===== src/rtl/rv_pkg.sv =====
// Shared RV32I decode package: format classes, ALU operation codes,
// write-back sources, memory access sizes and base opcode constants.
// Used by the decoder and by the execute stage.
package rv_pkg;

    typedef enum logic [2:0] {
        FT_NONE = 3'd0,
        FT_R    = 3'd1,
        FT_I    = 3'd2,
        FT_S    = 3'd3,
        FT_B    = 3'd4,
        FT_U    = 3'd5,
        FT_J    = 3'd6
    } fmt_t;

    typedef enum logic [4:0] {
        ALU_ADD    = 5'd0,
        ALU_SUB    = 5'd1,
        ALU_SLL    = 5'd2,
        ALU_SLT    = 5'd3,
        ALU_SLTU   = 5'd4,
        ALU_XOR    = 5'd5,
        ALU_SRL    = 5'd6,
        ALU_SRA    = 5'd7,
        ALU_OR     = 5'd8,
        ALU_AND    = 5'd9,
        ALU_EQ     = 5'd10,
        ALU_NE     = 5'd11,
        ALU_LT     = 5'd12,
        ALU_GE     = 5'd13,
        ALU_LTU    = 5'd14,
        ALU_GEU    = 5'd15,
        ALU_PASS_B = 5'd16,
        ALU_MUL    = 5'd17,
        ALU_MULH   = 5'd18,
        ALU_MULHSU = 5'd19,
        ALU_MULHU  = 5'd20,
        ALU_DIV    = 5'd21,
        ALU_DIVU   = 5'd22,
        ALU_REM    = 5'd23,
        ALU_REMU   = 5'd24
    } alu_op_t;

    typedef enum logic [1:0] {
        WB_NONE = 2'd0,
        WB_ALU  = 2'd1,
        WB_MEM  = 2'd2,
        WB_PC4  = 2'd3
    } wb_t;

    typedef enum logic [1:0] {
        SZ_NONE = 2'd0,
        SZ_BYTE = 2'd1,
        SZ_HALF = 2'd2,
        SZ_WORD = 2'd3
    } mem_size_t;

    localparam logic [6:0] OPC_OP     = 7'b0110011;
    localparam logic [6:0] OPC_OP_IMM = 7'b0010011;
    localparam logic [6:0] OPC_LOAD   = 7'b0000011;
    localparam logic [6:0] OPC_STORE  = 7'b0100011;
    localparam logic [6:0] OPC_BRANCH = 7'b1100011;
    localparam logic [6:0] OPC_JAL    = 7'b1101111;
    localparam logic [6:0] OPC_JALR   = 7'b1100111;
    localparam logic [6:0] OPC_LUI    = 7'b0110111;
    localparam logic [6:0] OPC_AUIPC  = 7'b0010111;

    // Integer ALU map shared by OP and OP-IMM; alt selects SUB/SRA.
    function automatic alu_op_t alu_from_funct3(input logic [2:0] funct3, input logic alt);
        case (funct3)
            3'b000:  return alt ? ALU_SUB : ALU_ADD;
            3'b001:  return ALU_SLL;
            3'b010:  return ALU_SLT;
            3'b011:  return ALU_SLTU;
            3'b100:  return ALU_XOR;
            3'b101:  return alt ? ALU_SRA : ALU_SRL;
            3'b110:  return ALU_OR;
            default: return ALU_AND;
        endcase
    endfunction

endpackage


===== src/rtl/rv32i_imm_gen.sv =====
// Combinational RV32I immediate generator: rebuilds the sign-extended
// immediate for the given format class; R and NONE produce zero.
module rv32i_imm_gen
    import rv_pkg::*;
#(
    parameter int XLEN = 32
) (
    input  logic [31:0]     ir,
    input  fmt_t            format,
    output logic [XLEN-1:0] imm
);

    // Select the bit layout that matches the format class.
    always_comb begin
        imm = '0;
        case (format)
            FT_I: imm = {{20{ir[31]}}, ir[31:20]};
            FT_S: imm = {{20{ir[31]}}, ir[31:25], ir[11:7]};
            FT_B: imm = {{19{ir[31]}}, ir[31], ir[7], ir[30:25], ir[11:8], 1'b0};
            FT_U: imm = {ir[31:12], 12'b0};
            FT_J: imm = {{11{ir[31]}}, ir[31], ir[19:12], ir[20], ir[30:21], 1'b0};
            default: imm = '0;
        endcase
    end

endmodule


===== src/rtl/rv32i_instruction_decoder.sv =====
// Registered RV32I instruction decoder (1-cycle latency).
// Optional macro RV32M_EN adds decode of the M-extension OP encodings;
// without it those encodings decode to the all-zero bubble.
module rv32i_instruction_decoder
    import rv_pkg::*;
#(
    parameter int XLEN = 32
) (
    input  logic            clk,
    input  logic            reset,
    input  logic [31:0]     IR,
    output logic [4:0]      alu_instruction,
    output logic [XLEN-1:0] immediate_value,
    output logic [2:0]      instruction_format_type,
    output logic [1:0]      write_back_type,
    output logic [1:0]      read_status,
    output logic [1:0]      write_status,
    output logic            load_signed,
    output logic [4:0]      destination_register_number,
    output logic            pc_for_input_a,
    output logic            change_branch_instruction
);

    typedef struct packed {
        alu_op_t   alu;
        fmt_t      fmt;
        wb_t       wb;
        mem_size_t rsize;
        mem_size_t wsize;
        logic      lsigned;
        logic      pc_a;
        logic      branch;
    } ctrl_t;

    logic [6:0]      opcode;
    logic [2:0]      funct3;
    logic [6:0]      funct7;
    ctrl_t           dec;
    logic [XLEN-1:0] imm_next;
    logic [4:0]      rd_next;
    ctrl_t           ctrl_q;
    logic [XLEN-1:0] imm_q;
    logic [4:0]      rd_q;

    assign opcode = IR[6:0];
    assign funct3 = IR[14:12];
    assign funct7 = IR[31:25];

    // Opcode/funct decode; anything not matched stays the all-zero bubble.
    always_comb begin
        dec = '0;
        case (opcode)
            OPC_OP: begin
`ifdef RV32M_EN
                if (funct7 == 7'b0000001) begin
                    dec.fmt = FT_R;
                    dec.wb  = WB_ALU;
                    dec.alu = alu_op_t'(5'(ALU_MUL) + {2'b00, funct3});
                end else
`endif
                if (funct7 == 7'b0000000 ||
                    (funct7 == 7'b0100000 && (funct3 == 3'b000 || funct3 == 3'b101))) begin
                    dec.fmt = FT_R;
                    dec.wb  = WB_ALU;
                    dec.alu = alu_from_funct3(funct3, funct7[5]);
                end
            end
            OPC_OP_IMM: begin
                dec.fmt = FT_I;
                dec.wb  = WB_ALU;
                dec.alu = alu_from_funct3(funct3, funct3 == 3'b101 && funct7[5]);
            end
            OPC_LOAD: begin
                if (funct3 != 3'b011 && funct3 != 3'b110 && funct3 != 3'b111) begin
                    dec.fmt     = FT_I;
                    dec.wb      = WB_MEM;
                    dec.alu     = ALU_ADD;
                    dec.lsigned = ~funct3[2];
                    dec.rsize   = mem_size_t'({1'b0, funct3[1:0]} + 3'd1);
                end
            end
            OPC_STORE: begin
                if (funct3[2] == 1'b0 && funct3[1:0] != 2'b11) begin
                    dec.fmt   = FT_S;
                    dec.alu   = ALU_ADD;
                    dec.wsize = mem_size_t'(funct3[1:0] + 2'd1);
                end
            end
            OPC_BRANCH: begin
                if (funct3 != 3'b010 && funct3 != 3'b011) begin
                    dec.fmt    = FT_B;
                    dec.branch = 1'b1;
                    case (funct3)
                        3'b000:  dec.alu = ALU_EQ;
                        3'b001:  dec.alu = ALU_NE;
                        3'b100:  dec.alu = ALU_LT;
                        3'b101:  dec.alu = ALU_GE;
                        3'b110:  dec.alu = ALU_LTU;
                        default: dec.alu = ALU_GEU;
                    endcase
                end
            end
            OPC_JAL: begin
                dec.fmt    = FT_J;
                dec.wb     = WB_PC4;
                dec.pc_a   = 1'b1;
                dec.branch = 1'b1;
            end
            OPC_JALR: begin
                if (funct3 == 3'b000) begin
                    dec.fmt    = FT_I;
                    dec.wb     = WB_PC4;
                    dec.branch = 1'b1;
                end
            end
            OPC_LUI: begin
                dec.fmt = FT_U;
                dec.wb  = WB_ALU;
                dec.alu = ALU_PASS_B;
            end
            OPC_AUIPC: begin
                dec.fmt  = FT_U;
                dec.wb   = WB_ALU;
                dec.pc_a = 1'b1;
            end
            default: dec = '0;
        endcase
    end

    rv32i_imm_gen #(.XLEN(XLEN)) u_imm_gen (
        .ir     (IR),
        .format (dec.fmt),
        .imm    (imm_next)
    );

    // rd is only meaningful for formats that write a register.
    always_comb begin
        rd_next = 5'd0;
        if (dec.fmt == FT_R || dec.fmt == FT_I || dec.fmt == FT_U || dec.fmt == FT_J)
            rd_next = IR[11:7];
    end

    // Pipeline register; reset forces the all-zero bubble.
    always_ff @(posedge clk or negedge reset) begin
        if (!reset) begin
            ctrl_q <= '0;
            imm_q  <= '0;
            rd_q   <= '0;
        end else begin
            ctrl_q <= dec;
            imm_q  <= imm_next;
            rd_q   <= rd_next;
        end
    end

    assign alu_instruction             = ctrl_q.alu;
    assign immediate_value             = imm_q;
    assign instruction_format_type     = ctrl_q.fmt;
    assign write_back_type             = ctrl_q.wb;
    assign read_status                 = ctrl_q.rsize;
    assign write_status                = ctrl_q.wsize;
    assign load_signed                 = ctrl_q.lsigned;
    assign destination_register_number = rd_q;
    assign pc_for_input_a              = ctrl_q.pc_a;
    assign change_branch_instruction   = ctrl_q.branch;

endmodule


===== config.mk =====
export PLATFORM = sky130hd
export DESIGN_NAME = rv32i_instruction_decoder
export DESIGN_NICKNAME = d
export VERILOG_FILES = /design/src/rtl/rv_pkg.sv /design/src/rtl/rv32i_imm_gen.sv /design/src/rtl/rv32i_instruction_decoder.sv
export SDC_FILE = /design/constraint.sdc
export NUM_CORES = 1
export LEC_CHECK = 0
export CORE_MARGIN = 5
export CORE_UTILIZATION = 35
export DETAILED_ROUTE_END_ITERATION = 8
export MAX_ROUTING_LAYER = met4
export PLACE_DENSITY = 0.68
export SYNTH_ARGS = -nofsm -noshare
export SYNTH_HDL_FRONTEND = slang
export SYNTH_SLANG_ARGS = --single-unit
export TNS_END_PERCENT = 5

===== constraint.sdc =====
create_clock -name clk -period 0.8 [get_ports clk]
set_input_delay 0.16 -clock clk [delete_from_list [all_inputs] [get_ports clk]]
set_output_delay 0.16 -clock clk [all_outputs]
set_load 0.02 [all_outputs]

# --- Yosys cells after proc, flatten, opt, wreduce, memory -nomap -nowiden ---
# Index checks and enable logic that the tools add are counted.
op_classes:
  bitwise_logic: 1
  n_reduce_logical: 16
  muxes: 26
  magnitude_cmp: 0
  addsub: 2
  shifts: 0
  div_mod_pow: 0
  eq_ne: 27
  multipliers: 0
ops:
  columns: ["cell", "n"]
  rows:
  - ["one-hot mux 32 bit (5 select lines)", 1]
  - ["one-hot mux 4 bit (7 select lines)", 2]
  - ["one-hot mux 5 bit (6 select lines)", 1]
  - ["equality test 7 x 6 -> 1 bit, second input constant", 4]
  - ["one-hot mux 3 bit (8 select lines)", 1]
  - ["equality test 7 bit, second input constant", 3]
  - ["equality test 3 bit, second input constant", 6]
  - ["one-hot mux 3 bit (5 select lines)", 1]
  - ["equality test 7 x 5 -> 1 bit, second input constant", 2]
  - ["equality test 3 x 2 -> 1 bit, second input constant", 4]
  - ["one-hot mux 2 bit (5 select lines)", 1]
  - ["two-way mux 1 bit", 9]
  - ["two-way mux 9 bit", 1]
  - ["two-way mux 2 bit", 4]
  - ["two-way mux 8 bit", 1]
  - ["equality test 7 x 2 -> 1 bit, second input constant", 1]
  - ["zero test 7 bit", 1]
  - ["equality test 3 x 1 -> 1 bit, second input constant", 2]
  - ["logical AND 1 bit", 6]
  - ["two-way mux 6 bit", 1]
  - ["inequality test 3 x 2 -> 1 bit, second input constant", 2]
  - ["inequality test 3 bit, second input constant", 2]
  - ["logical OR 1 bit", 5]
  - ["two-way mux 5 bit", 1]
  - ["other kinds (8)", 10]
totals:
  elab_cells: 82
  ramBits: 0
  inputBits: 34
  mem_bits_ro: 0
  latchBits: 0
  n_memories: 0
  register_bits: 54

# --- Longest topological paths before layout ---
logic_depth:
  word_depth: 11
  depth_mapped: 11
  mapped_depth_nobuf: 10

# --- Hierarchy ---
# Synthesis repeated with hierarchy kept, for this count alone.
hier_totals:
  cells_unflattened: 223
  hier_area_um2: 2568.7
by_module_without_submodules:
  columns: ["mod", "n_inst", "area_per_inst_um2", "seq_area_each_um2", "cells_each"]
  rows:
  - ["rv32i_instruction_decoder", 1, 1909.3, 1351.3, 133]
  - ["rv32i_imm_gen", 1, 659.4, 0.0, 90]

# --- Worst setup path after synthesis ---
# Ideal clock, no wire load.
synth_path:
  kind: "input to register"
  start: "input IR[12]"
  end: "register imm_q[27], in the netlist immediate_value[27]"
  slack_ns: -2.062
  n_path_buf: 2
  arrival_time_ns: 2.718
  path_stages: 11
  t_required_ns: 0.656
  setup_time_ns: 0.144
  path_cell_list: "inv_1 -> ha_1 -> nor2b_1 -> o2111ai_1 -> nand2_1 -> or3_1 -> ha_1 -> clkbuf_1 -> nor4_2 -> clkbuf_8 -> o32ai_1"
synth_lines:
  columns: ["item", "line_no", "rtl"]
  rows:
  - ["start: declaration", "rv32i_instruction_decoder.sv:11", "input logic [31:0] IR,"]
  - ["end signal: assignment", "rv32i_instruction_decoder.sv:151", "imm_q <= imm_next;"]
  - ["end: declaration", "rv32i_instruction_decoder.sv:42", "logic [XLEN-1:0] imm_q;"]

==> results.ini <==
[route]
wirelength_um=7770
route.vias.total=2370
via_per_inst=4.99
routed_length_per_placed_instance_um=16.4
detailedRoute.firstPassIterationCount=4
drt_drc_violations_left=0
drt_iter0_drc=115
drt.antenna.violating_nets=0

[sta]
max_clock_freq_mhz=468
setup_viol=106
rsz0062_at_grt=true
max_slew_headroom_pct=70.1
drv_slew=0
final.min_clock_period_ns=2.14
tightestPinTransition_ns=0.445
layout_setup_ws_ns=-1.34
final_hold_viol_count=0
timing.final.crit_share_pct=267

[final_layout]
final-instance-count-excl-fill=475
nets=421
post_route_cells_drive_above_1_share_pct=54.1
antenna_cells=0
syn2layout_area_growth_pct=72.2
layout.core_utilization_pct=61.9

[logic_synthesis]
synth_top_flop_cell=dfrtp_1
synth.top_cells.by_count=54 x dfrtp_1, 19 x inv_1, 16 x nor2_1, 13 x nor3_1
synth_top_family_by_area=compound AO/OA/AOI/OAI gates
synth-adder-area-share_pct=4.61
synth-xor-area-share_pct=0
synth.avg_cell_area_um2=11.4
syn_nets=258
synth_area_leader_cell=dfrtp_1
synthDistinctLibCells=48
synth.area.top_cells=dfrtp_1 55%, ha_1 4.6%, o32ai_1 3.6%
asyncSetResetFlopFracSynth_pct=100
yosys.cell_count.top_type=dfrtp_1
yosysSeqAreaShare_pct=55.4
synth-compound-area-share_pct=18.6
synth.ff_latch_count=54
netlist.area_leader.share_pct=55.4
synth.area.mux_share_pct=0.410
number_of_enable_flip_flop_cells_after_synthesis=0
synth_simple_gate_area_share_pct=15.7
synthesis.instances=215
synthesis.yosys.warnings=0
netlist_area_mm2=0.00244

[global_routing]
grt_start_max_net_pins=55
globalRoute.totalOverflow=0
grt_util_all_layers_pct=17.9
wire_length_of_the_first_global_routing_pass_um=12000
antenna_found_initial=0
via_count_of_the_first_global_routing_pass=2427

[placed_design]
place.detailed.hpwl_um=5210
placed_cells=448
global_placement_routability_congestion=0.890
port_buffers=87

[outcome]
run_status=complete, but fails checks
failed_checks=negative setup slack

[worst_setup_path]
worst-setup-path-type=in -> reg
cp_slowest_cell=o41ai_4
critical_path.max_stage_delay_ns=0.39
critPathArrivalTime_ns=2.33
worst_setup_path_start_kind=input port
critical-path-top-cell-by-count=buf_6
critical_path_peak_fanout=5
endpoint_required_time_on_the_critical_path_ns=0.99
worstSetupEndpointType=register
worstPathCellList=buf_12, inv_12, ha_4, nor2b_4, o2111ai_4, nand2_2, or3_4, buf_6, ha_4, buf_6, o41ai_4, buf_6, o2bb2ai_1

[power]
static-leakage-power_uw=0.00212
power_density_mw_per_mm2=1300
irDropWorstVdd_mv=1.03
post-layout-total-power_uw=5480

[clock_tree]
worst_setup_hold_path_clk_slew_ns=0.09
cts-root-to-sink-buffers=2
h_tree_depth=2
clock_tree.root_cell=clkbuf_8
cts_num_sinks=54
numCtsBuffers=5
tritoncts=built

[flow_run]
max_cap_violations=0

[min_path]
whs_path_depth=3
hold_class=in -> reg
worstHoldEndpoint=immediate_value[7]
holdCritStartpoint=IR[27]

[die]
design.die.area_mm2=0.00875
die-height_um=93.5
die_x_um=93.5
io_pins=88
floorplan.initialDensity_pct=35.9
placement_rows=30
core_region_area_mm2=0.00679

how the worst max path moves through the flow:
stage | slack [ns] | end | start | depth (start not counted)
floorplan | -1.42 | immediate_value[27] | IR[12] | 11
global placement | -2.25 | immediate_value[29] | IR[13] | 10
detailed placement | -2.35 | immediate_value[23] | IR[13] | 10
CTS | -1.26 | immediate_value[19] | IR[12] | 12
global route | -1.38 | immediate_value[26] | IR[12] | 13
finish | -1.34 | immediate_value[16] | IR[12] | 13
worst max-delay path: cells and delay by family:
family / cells / cell delay, ns
AND/OR/NAND/NOR: 3 / 0.62
buffers and inverters: 5 / 0.57
AO/OA/AOI/OAI: 3 / 0.67
adder cells (fa/ha/maj): 2 / 0.29
layer usage:
| layer | vias up | GRT usage, % | share of wire [%] |
|---|---|---|---|
| li1 | 1103 | - | - |
| met2 | 78 | 29.7 | 51 |
| met3 | 22 | 3.14 | 5.7 |
| met4 | 0 | 4.88 | 2.9 |
| met5 | - | - | 0 |
| met1 | 1167 | 22.6 | 40 |
power breakdown:
| group | internal [uW] | switching, uW | leakage (uW) | total, uW |
|---|---|---|---|---|
| registers | 2770 | 12.2 | 0.000750 | 2780 |
| clock network | 937 | 850 | 0.0000524 | 1790 |
| logic | 432 | 479 | 0.00132 | 911 |
| total | 4140 | 1340 | 0.00212 | 5480 |
layout make-up:
type,count,area [um2]
clock buffer,7,76.3
inverter,19,88.8
sequential,54,1350
multi-input combinational,134,1280
fill,574,2590
tap,96,120
timing repair buffer,164,1250
clock inverter,1,30.0
flip-flops by register name, summed over array words and instances (netlist names):
signal                       cells
alu_instruction                  5
read_status                      2
instruction_format_type          3
write_status                     2
change_branch_instruction        1
immediate_value                 32
write_back_type                  2
load_signed                      1
pc_for_input_a                   1
destination_register_number      5
kinds of logic after synthesis:
group	Yosys count
and+or+nand+nor	68
DFF	54
buffers and inverters	27
adders and majority gates	9
muxes	1
AOI/OAI and AO/OA	56
placed cells by master (no fill, tap or decap), types with 3 or more instances in the layout:
| cell type | netlist | final |
|---|---|---|
| ha_2 | 0 | 4 |
| dfrtp_1 | 54 | 54 |
| nor2_1 | 16 | 11 |
| o31ai_1 | 5 | 4 |
| o2bb2ai_1 | 9 | 3 |
| buf_2 | 0 | 51 |
| a21o_1 | 3 | 3 |
| buf_4 | 1 | 61 |
| nor2_2 | 0 | 4 |
| nor2b_1 | 4 | 3 |
| and2_1 | 4 | 4 |
| buf_12 | 0 | 5 |
| buf_6 | 2 | 15 |
| nor3_2 | 0 | 3 |
| o32ai_1 | 10 | 8 |
| nor3_1 | 13 | 9 |
| clkdlybuf4s15_1 | 0 | 3 |
| a21oi_1 | 7 | 5 |
| clkbuf_2 | 0 | 10 |
| o2bb2ai_2 | 0 | 5 |
| clkbuf_8 | 1 | 5 |
| ha_4 | 0 | 3 |
| inv_1 | 19 | 17 |
| o21ai_0 | 6 | 4 |
| nand2_1 | 10 | 8 |
| clkdlybuf4s50_1 | 0 | 15 |
through the flow:
step                      setup WS, ns  setup TNS, ns  hold WS, ns  area [um2]
after floorplan                  -1.42         -52.43       -0.136        2560
after global placement           -2.25        -112.24        0.173        3930
after detailed placement         -2.35        -115.47        0.179        3930
after CTS                        -1.26         -60.90        0.247        4000
after global routing             -1.38         -65.84        0.105        4200
final                            -1.34         -60.59        0.110        4200
timing repair:
action / in CTS / in global routing
endpoints found under the setup margin: 108 / 108
setup buffers: 11 / 7
gates resized for setup: 277 / 60
cloned: 1 / 0
hold endpoints to repair: 54 / 0
hold buffers: 1 / 0
pin swaps: 17 / 18
(Power assumes the default switching activity.)
